--- src/rtl/frame_buf_pkg.sv ---
// Shared encodings and defaults for the ping-pong frame buffer writer.
// Select encodings are one-hot in the order {buf1, blank, buf0}.
package frame_buf_pkg;

  localparam int DEF_PIX_W     = 8;
  localparam int DEF_FRAME_PIX = 64;
  localparam int DEF_ADDR_W    = 6;

  typedef enum logic [1:0] {
    W_IDLE = 2'd0,
    W_FILL = 2'd1,
    W_WAIT = 2'd2
  } wstate_t;

  typedef enum logic [2:0] {
    SEL_BUF0  = 3'b001,
    SEL_BLANK = 3'b010,
    SEL_BUF1  = 3'b100
  } sel_t;

  // Front buffer after a swap: the previous back buffer (buffer 0 while blank).
  function automatic sel_t next_front(input sel_t cur);
    case (cur)
      SEL_BLANK: next_front = SEL_BUF0;
      SEL_BUF0:  next_front = SEL_BUF1;
      SEL_BUF1:  next_front = SEL_BUF0;
      default:   next_front = SEL_BLANK;
    endcase
  endfunction

endpackage

--- src/rtl/frame_addr_counter.sv ---
// Frame address counter: counts 0..FRAME_PIX-1 and wraps back to 0.
// Clear together with enable means the current item takes address 0, so the count becomes 1.
module frame_addr_counter #(
  parameter int FRAME_PIX = 64,
  parameter int ADDR_W    = 6
) (
  input  logic              clk,
  input  logic              rst_n,
  input  logic              i_clr,
  input  logic              i_en,
  output logic [ADDR_W-1:0] o_cnt
);

  localparam logic [ADDR_W-1:0] LAST_ADDR = ADDR_W'(FRAME_PIX - 1);
  localparam logic [ADDR_W-1:0] ONE       = ADDR_W'(1);

  logic [ADDR_W-1:0] r_cnt;

  always_ff @(posedge clk or negedge rst_n) begin
    if (!rst_n) begin
      r_cnt <= '0;
    end else if (i_clr) begin
      r_cnt <= i_en ? ONE : '0;
    end else if (i_en) begin
      r_cnt <= (r_cnt == LAST_ADDR) ? '0 : r_cnt + ONE;
    end
  end

  assign o_cnt = r_cnt;

endmodule

--- src/rtl/frame_buf_writer.sv ---
// Ping-pong frame buffer write/swap controller: fills the back buffer from the pixel
// stream, swaps front/back at display vsync and drives the display read address.
module frame_buf_writer
  import frame_buf_pkg::*;
#(
  parameter int PIX_W     = DEF_PIX_W,
  parameter int FRAME_PIX = DEF_FRAME_PIX,
  parameter int ADDR_W    = DEF_ADDR_W
) (
  input  logic              clk,
  input  logic              rst_n,
  input  logic [PIX_W-1:0]  pix_data,
  input  logic              pix_valid,
  input  logic              pix_sof,
  output logic              pix_ready,
  output logic [ADDR_W-1:0] wr_addr,
  output logic [PIX_W-1:0]  wr_data,
  output logic              buf0_we,
  output logic              buf1_we,
  input  logic              disp_vsync,
  input  logic              disp_en,
  output logic [ADDR_W-1:0] rd_addr,
  output logic              sel_buf0,
  output logic              sel_blank,
  output logic              sel_buf1,
  output logic              frame_drop
);

  localparam logic [ADDR_W-1:0] LAST_ADDR = ADDR_W'(FRAME_PIX - 1);

  wstate_t           r_state;
  wstate_t           w_state_nxt;
  sel_t              r_sel;
  sel_t              w_sel_nxt;

  logic              w_xfer;
  logic              w_wr;
  logic              w_drop;
  logic              w_cnt_clr;
  logic              w_back_is_buf1;
  logic              w_rd_en;
  logic [ADDR_W-1:0] w_wr_cnt;
  logic [ADDR_W-1:0] w_wr_addr_nxt;

  logic [ADDR_W-1:0] r_wr_addr;
  logic [PIX_W-1:0]  r_wr_data;
  logic              r_buf0_we;
  logic              r_buf1_we;
  logic              r_frame_drop;

  // Ready is held low while reset is asserted even though the state is already W_IDLE.
  assign pix_ready      = rst_n & (r_state != W_WAIT);
  assign w_xfer         = pix_valid & pix_ready;
  assign w_back_is_buf1 = (r_sel == SEL_BUF0);
  assign w_wr_addr_nxt  = pix_sof ? '0 : w_wr_cnt;

  always_ff @(posedge clk or negedge rst_n) begin
    if (!rst_n) begin
      r_state <= W_IDLE;
      r_sel   <= SEL_BLANK;
    end else begin
      r_state <= w_state_nxt;
      r_sel   <= w_sel_nxt;
    end
  end

  // frame_rdy is exactly the W_WAIT state; a swap is only taken from there, so a vsync
  // coinciding with the last-pixel transfer is deferred to the following vsync.
  always_comb begin
    w_state_nxt = r_state;
    w_sel_nxt   = r_sel;
    w_wr        = 1'b0;
    w_drop      = 1'b0;
    w_cnt_clr   = 1'b0;
    case (r_state)
      W_IDLE: begin
        if (w_xfer && pix_sof) begin
          w_wr        = 1'b1;
          w_cnt_clr   = 1'b1;
          w_state_nxt = W_FILL;
        end
      end
      W_FILL: begin
        if (w_xfer) begin
          w_wr = 1'b1;
          if (pix_sof) begin
            w_cnt_clr = 1'b1;
            w_drop    = 1'b1;
          end else if (w_wr_cnt == LAST_ADDR) begin
            w_state_nxt = W_WAIT;
          end
        end
      end
      W_WAIT: begin
        if (disp_vsync) begin
          w_sel_nxt   = next_front(r_sel);
          w_state_nxt = W_IDLE;
        end
      end
      default: begin
        w_state_nxt = W_IDLE;
      end
    endcase
  end

  frame_addr_counter #(
    .FRAME_PIX (FRAME_PIX),
    .ADDR_W    (ADDR_W)
  ) u_wr_cnt (
    .clk   (clk),
    .rst_n (rst_n),
    .i_clr (w_cnt_clr),
    .i_en  (w_wr),
    .o_cnt (w_wr_cnt)
  );

  // vsync has priority over disp_en on the read side.
  assign w_rd_en = disp_en & ~disp_vsync;

  frame_addr_counter #(
    .FRAME_PIX (FRAME_PIX),
    .ADDR_W    (ADDR_W)
  ) u_rd_cnt (
    .clk   (clk),
    .rst_n (rst_n),
    .i_clr (disp_vsync),
    .i_en  (w_rd_en),
    .o_cnt (rd_addr)
  );

  always_ff @(posedge clk or negedge rst_n) begin
    if (!rst_n) begin
      r_wr_addr    <= '0;
      r_wr_data    <= '0;
      r_buf0_we    <= 1'b0;
      r_buf1_we    <= 1'b0;
      r_frame_drop <= 1'b0;
    end else begin
      r_buf0_we    <= w_wr & ~w_back_is_buf1;
      r_buf1_we    <= w_wr & w_back_is_buf1;
      r_frame_drop <= w_drop;
      if (w_wr) begin
        r_wr_addr <= w_wr_addr_nxt;
        r_wr_data <= pix_data;
      end
    end
  end

  assign wr_addr    = r_wr_addr;
  assign wr_data    = r_wr_data;
  assign buf0_we    = r_buf0_we;
  assign buf1_we    = r_buf1_we;
  assign frame_drop = r_frame_drop;

  assign {sel_buf1, sel_blank, sel_buf0} = r_sel;

endmodule

--- config.mk ---
export PLATFORM = sky130hd
export DESIGN_NAME = frame_buf_writer
export DESIGN_NICKNAME = d
export VERILOG_FILES = /design/src/rtl/frame_buf_pkg.sv /design/src/rtl/frame_addr_counter.sv /design/src/rtl/frame_buf_writer.sv
export SDC_FILE = /design/constraint.sdc
export NUM_CORES = 1
export LEC_CHECK = 0
export ABC_AREA = 1
export CORE_MARGIN = 1.5
export CORE_UTILIZATION = 44
export DETAILED_ROUTE_END_ITERATION = 10
export PLACE_DENSITY = 0.75
export SLEW_MARGIN = 20
export SYNTH_ARGS = -nofsm -noshare
export SYNTH_HDL_FRONTEND = slang
export SYNTH_SLANG_ARGS = --single-unit
export TNS_END_PERCENT = 30
--- constraint.sdc ---
create_clock -name clk -period 1.3 [get_ports clk]
set_clock_uncertainty 0.2 [all_clocks]
set_input_delay 0.325 -clock clk [delete_from_list [all_inputs] [get_ports clk]]
set_output_delay 0.325 -clock clk [all_outputs]
set_load 0.02 [all_outputs]
==> Word level (Yosys, flattened, before mapping) <==
Index checks and enable logic that the tools add are counted.
{ "classes": {"addsub": 2, "eq_ne": 13, "n_mux": 23, "bitwise_logic": 7, "reduce_logical": 7} }
{ "op_table": {"columns": ["cell", "n"], "rows": [
  ["two-way mux 6 bit", 7],
  ["adder 6 x 1 -> 6 bit (second input constant)", 2],
  ["== test 6 bit (second input constant)", 2],
  ["inequality test 2 bit (second input constant)", 6],
  ["two-way mux 2 bit", 5],
  ["two-way mux 1 bit", 7],
  ["one-hot mux 2 bit (3 select lines)", 1],
  ["one-hot mux 3 bit (2 select lines)", 1],
  ["AND 1 bit", 5],
  ["AND reduction 5 bit", 1],
  ["one-hot mux 1 bit (2 select lines)", 2],
  ["nonzero test 2 bit", 2],
  ["== test 3 x 1 -> 1 bit (second input constant)", 1],
  ["== test 3 x 2 -> 1 bit (second input constant)", 1],
  ["== test 3 bit (second input constant)", 1],
  ["== test 2 x 1 -> 1 bit (second input constant)", 1],
  ["== test 2 bit (second input constant)", 1],
  ["zero test 2 bit", 1],
  ["NOT 1 bit", 2],
  ["AND reduction 2 bit", 1],
  ["OR reduction 2 bit", 1],
  ["logical AND 1 bit", 1]
]} }
{ "word_totals": {"regBits": 34, "in_bits": 14, "out_inout_bits": 27} }

==> Longest topological paths before layout <==
{ "logic_depth": {"ltp_word": 8, "depth_mapped": 8, "mapped_depth_nobuf": 8} }

==> By module <==
From an unflattened synthesis, not the netlist that was laid out.
{ "hier_totals": {"cells_unflattened": 217, "hier_area_um2": 1674.1} }
{ "modules_own_cells": {"columns": ["module", "instances", "cells_per_inst", "area_each_um2", "seq_area_each_um2"], "rows": [
  ["frame_buf_writer", 1, 117, 978.4, 551.8],
  ["frame_addr_counter", 2, 50, 347.8, 150.1]
]} }

==> Least setup slack after synthesis <==
No wires, ideal clock.
{ "synth_timing": {"kind": "register to register", "startpoint": "register u_rd_cnt.r_cnt[0], in the netlist u_rd_cnt.o_cnt[0]", "endpoint": "register u_rd_cnt.r_cnt[5], in the netlist u_rd_cnt.o_cnt[5]", "setup_time_ps": 65, "arrival_time_ps": 1210, "required_time_ps": 1035, "setup_slack_ps": -175, "stages_incl_launch_ff": 7, "path_buffers": 0, "period_less_slack_ps": 1475, "cell_sequence": "dfrtp_1 > ha_1 > nand3_1 > nor2_1 > a21oi_1 > nand3_1 > nand2_1"} }
{ "synth_via": {"elab_chain_len": 4, "elab_cells_between_ends": 5} }
{ "synth_rtl": {"columns": ["element", "line", "source"], "rows": [
  ["start: declaration", "frame_addr_counter.sv:17", "logic [ADDR_W-1:0] r_cnt;"],
  ["start signal: assignment", "frame_addr_counter.sv:23", "r_cnt <= i_en ? ONE : '0;"],
  ["start signal: assignment", "frame_addr_counter.sv:25", "r_cnt <= (r_cnt == LAST_ADDR) ? '0 : r_cnt + ONE;"],
  ["adder 6 x 1 -> 6 bit / == test 6 bit (equally long branches)", "frame_addr_counter.sv:25", null],
  ["two-way mux 6 bit (*)", "frame_addr_counter.sv:25", null],
  ["two-way mux 6 bit (*)", "frame_addr_counter.sv:24", "end else if (i_en) begin"],
  ["two-way mux 6 bit (*)", "frame_addr_counter.sv:22", "end else if (i_clr) begin"]
]} }
Every way passes the cells marked *; elsewhere a longest branch is shown, timed or not. The select of a mux whose other input is x is not followed.
A chain may end at the register's enable or synchronous reset.

==> Worst setup path after layout <==
{ "layout_timing": {"startpoint": "register r_state[0]", "endpoint": "output pix_ready"} }
{ "layout_via": {"elab_chain_len": 2} }
{ "layout_rtl": {"columns": ["element", "line", "source"], "rows": [
  ["start: declaration", "frame_buf_writer.sv:31", "wstate_t r_state;"],
  ["start signal: assignment", "frame_buf_writer.sv:62", "r_state <= w_state_nxt;"],
  ["inequality test 2 bit", "frame_buf_writer.sv:52", "assign pix_ready = rst_n & (r_state != W_WAIT);"],
  ["AND 1 bit", "frame_buf_writer.sv:52", null],
  ["end: declaration", "frame_buf_writer.sv:15", "output logic pix_ready,"]
]} }
Every way passes these cells.

==> reports/metrics.cfg <==
[die]
die_area_um2=4306
die_y_um=65.62
coreArea_um2=3716
die_w_um=65.62
ios=41
start_util=0.4643
row_count=22

[synth]
ys_types=27
synth_top_area_cell=dfrtp_1
synthTopCellsByArea=dfrtp_1 (48%), nand2_1 (10%), nand3_1 (8.1%)
async_flop_share=1.000
syn_nets=222
synth_top_area_share=0.4786
syn_area_per_cell_um2=8.376
ys_seq_area_frac=0.4938
synth-edff-count=0
synth_warnings=0
synth_cells=206
ys_seq_elements=34
syn_area_um2=1725
synthFlopType=dfrtp_1

[pwr]
cellPowerDensity_nw_per_um2=1136
irDropWorstVdd_v=0.0008907
finalPower_mw=3.102
leakagePower_nw=1.435

[clocking]
cts-htree-levels=2
cts_buffer_depth=2
cts_tree=done
cts_sinks=34
numCtsBuffers=5
cts_root_buffer=clkbuf_8
clock_latency_ps=280
path_clk_slew_ps=60

[timing]
fin_ws_ps=-247.1
final-setup-viol-count=58
rsz0062_at_grt=true
tightest_slew_ps=314.5
period_share=1.190
max_slew_margin=0.7903
fin_crit_ps=1547
drv_slew=0
fmaxAchievable_mhz=646.4
timing.setup.tns_ps=-6547
timing_hold_violations_final=0

[detailed_routing]
vias=1780
drc=0
antenna_left=0
via_per_inst=5.174
wl_per_cell_um=13.66
drt_iter0_markers=59
routed_wl_um=4698
drt_pre_antenna_iters=4

[placement]
io_buffers=40
gp_congestion=0.8560
place_hpwl_um=3102
pre_cts_ws_ps=-485.5
placed_area_um2=2425

[worst_setup_path]
end_kind=output port
required_ps=770
slowest_delay_ps=390
critPathKind=reg -> out
worstPathArrival_ps=1020
crit_path_top_delay_cell=dfrtp_1
crit_chain=inv_2 > nand2_2 > nand2_2 > inv_2 > buf_6
startpoint_type=flop
r2r_cells=9
crit_fanout=2

[global_route]
antenna_found_initial=0
gr-total-overflow=0
gr-usage-all-layers=0.2305
grt_pass1_vias=1727
grt_max_degree=26
grt_pass1_wl_um=7555

[layout]
fillers=259
ff_latch_area_um2=854.6
finalCoreUtilization=0.7347
n_antenna_cell=0
final_area_um2=2730
area_growth_pct=58.23
multi_input_area_um2=795.8
drive_above_1_share=0.3784
finalNetCount=312

[status]
violations=setup timing
status=finished, violations left

[min_path]
worstHoldPathType=in -> async

[job]
drv_cap=0

==> critical path, delay by kind of cell, from the launching register on <==
| kind | cells | cell delay, ps |
|---|---|---|
| flops | 1 | 390 |
| simple gates | 2 | 120 |
| buf+inv | 3 | 240 |
==> logic make-up (layout without fill, tap and decap cells) <==
| kind of cell | count (synthesis) | in the layout | synth area share |
|---|---|---|---|
| XOR/XNOR | 3 | 3 | 0.01523 |
| AO/OA/AOI/OAI | 20 | 20 | 0.07905 |
| AND/OR/NAND/NOR | 115 | 115 | 0.3060 |
| adder cells (fa/ha/maj) | 2 | 2 | 0.01450 |
| flip-flops | 34 | 34 | 0.4938 |
| buffers and inverters | 32 | 122 | 0.09136 |
==> cell usage in the layout (no fill, tap or decap), types with 2 or more instances in the layout <==
cell	count
nand2_1	46
buf_4	41
dfrtp_1	31
nand3_1	26
buf_6	26
nor2_1	18
inv_1	16
clkdlybuf4s50_1	10
buf_2	10
nand4_1	8
o2111ai_1	8
clkbuf_8	5
nor2_2	4
nand2_2	4
o21ai_1	4
inv_2	3
inv_6	2
nand3_4	2
xor2_1	2
a21oi_1	2
o21ai_0	2
nand3b_1	2
clkbuf_1	2
dlymetal6s2s_1	2
dfrtp_2	2
==> cells in the mapped netlist, types with 2 or more instances <==
cell        n
nor2_1     22
nand2_2     2
o21ai_0     6
inv_2       4
dfrtp_1    33
buf_4       2
ha_1        2
nand3b_1    2
nand3_1    28
xor2_1      2
nand4_1     8
a21oi_1     4
nor3_1      2
buf_6       3
o2111ai_1   8
nand2_1    48
buf_2       3
inv_1      18
==> per-layer routing <==
metal  vias to the layer above  routed length (um)  global-route usage
met4                         0                 102             0.07031
met2                        57                2477              0.4053
met1                       843                1894              0.2762
li1                        869                   -                   -
met3                        11                 224             0.05651
met5                         -                   0                   0
==> stage by stage <==
step	std cells	hold slack, ps
6_report	344	70.93
2_1_floorplan	206	-170.6
5_1_grt	344	110.1
3_3_place_gp	323	259.4
3_5_place_dp	323	256.3
4_1_cts	338	52.80
==> final timing paths <==
kind | start | to | slack [ps]
max in group asynchronous | rst_n | u_rd_cnt.o_cnt[1]$_DFFE_PN0P_ | 200
worst min register to register | wr_data[7]$_DFFE_PN0P_ | wr_data[7]$_DFFE_PN0P_ | 310
worst max register to register | r_state[0]$_DFFE_PN0P_ | wr_data[6]$_DFFE_PN0P_ | -230
min in group clk | disp_vsync | r_state[1]$_DFFE_PN0P_ | 160
worst max-delay path | r_state[0]$_DFFE_PN0P_ | pix_ready | -250
worst min-delay path | rst_n | wr_data[1]$_DFFE_PN0P_ | 70
==> report_power, final <==
| group | internal (mW) | switching [mW] |
|---|---|---|
| sequential | 1.20 | 0.112 |
| clock | 0.368 | 0.356 |
| combinational | 0.525 | 0.538 |
| total | 2.10 | 1.01 |
==> state kept, by name, summed over array words and instances, names as in the netlist, 2 cells and up <==
register        flops
u_wr_cnt.o_cnt      6
u_rd_cnt.o_cnt      6
wr_addr             6
r_state             2
r_sel               3
wr_data             8
==> layout make-up <==
cell class / count / area share
Clock buffer: 7 / 0.02796
Inverter: 22 / 0.03575
Multi-Input combinational cell: 140 / 0.2915
Sequential cell: 34 / 0.3130
Tap cell: 48 / 0.02200
Timing Repair Buffer: 93 / 0.3098
==> repair_timing <==
action                     CTS  global route
hold endpoints to repair     9             0
gates resized for setup    158            23
pin swaps                    6             9
gates cloned                 0             1
setup buffers                7             5
setup endpoints to repair   60            61
hold buffers                 1             0
(Power assumes the default switching activity.)
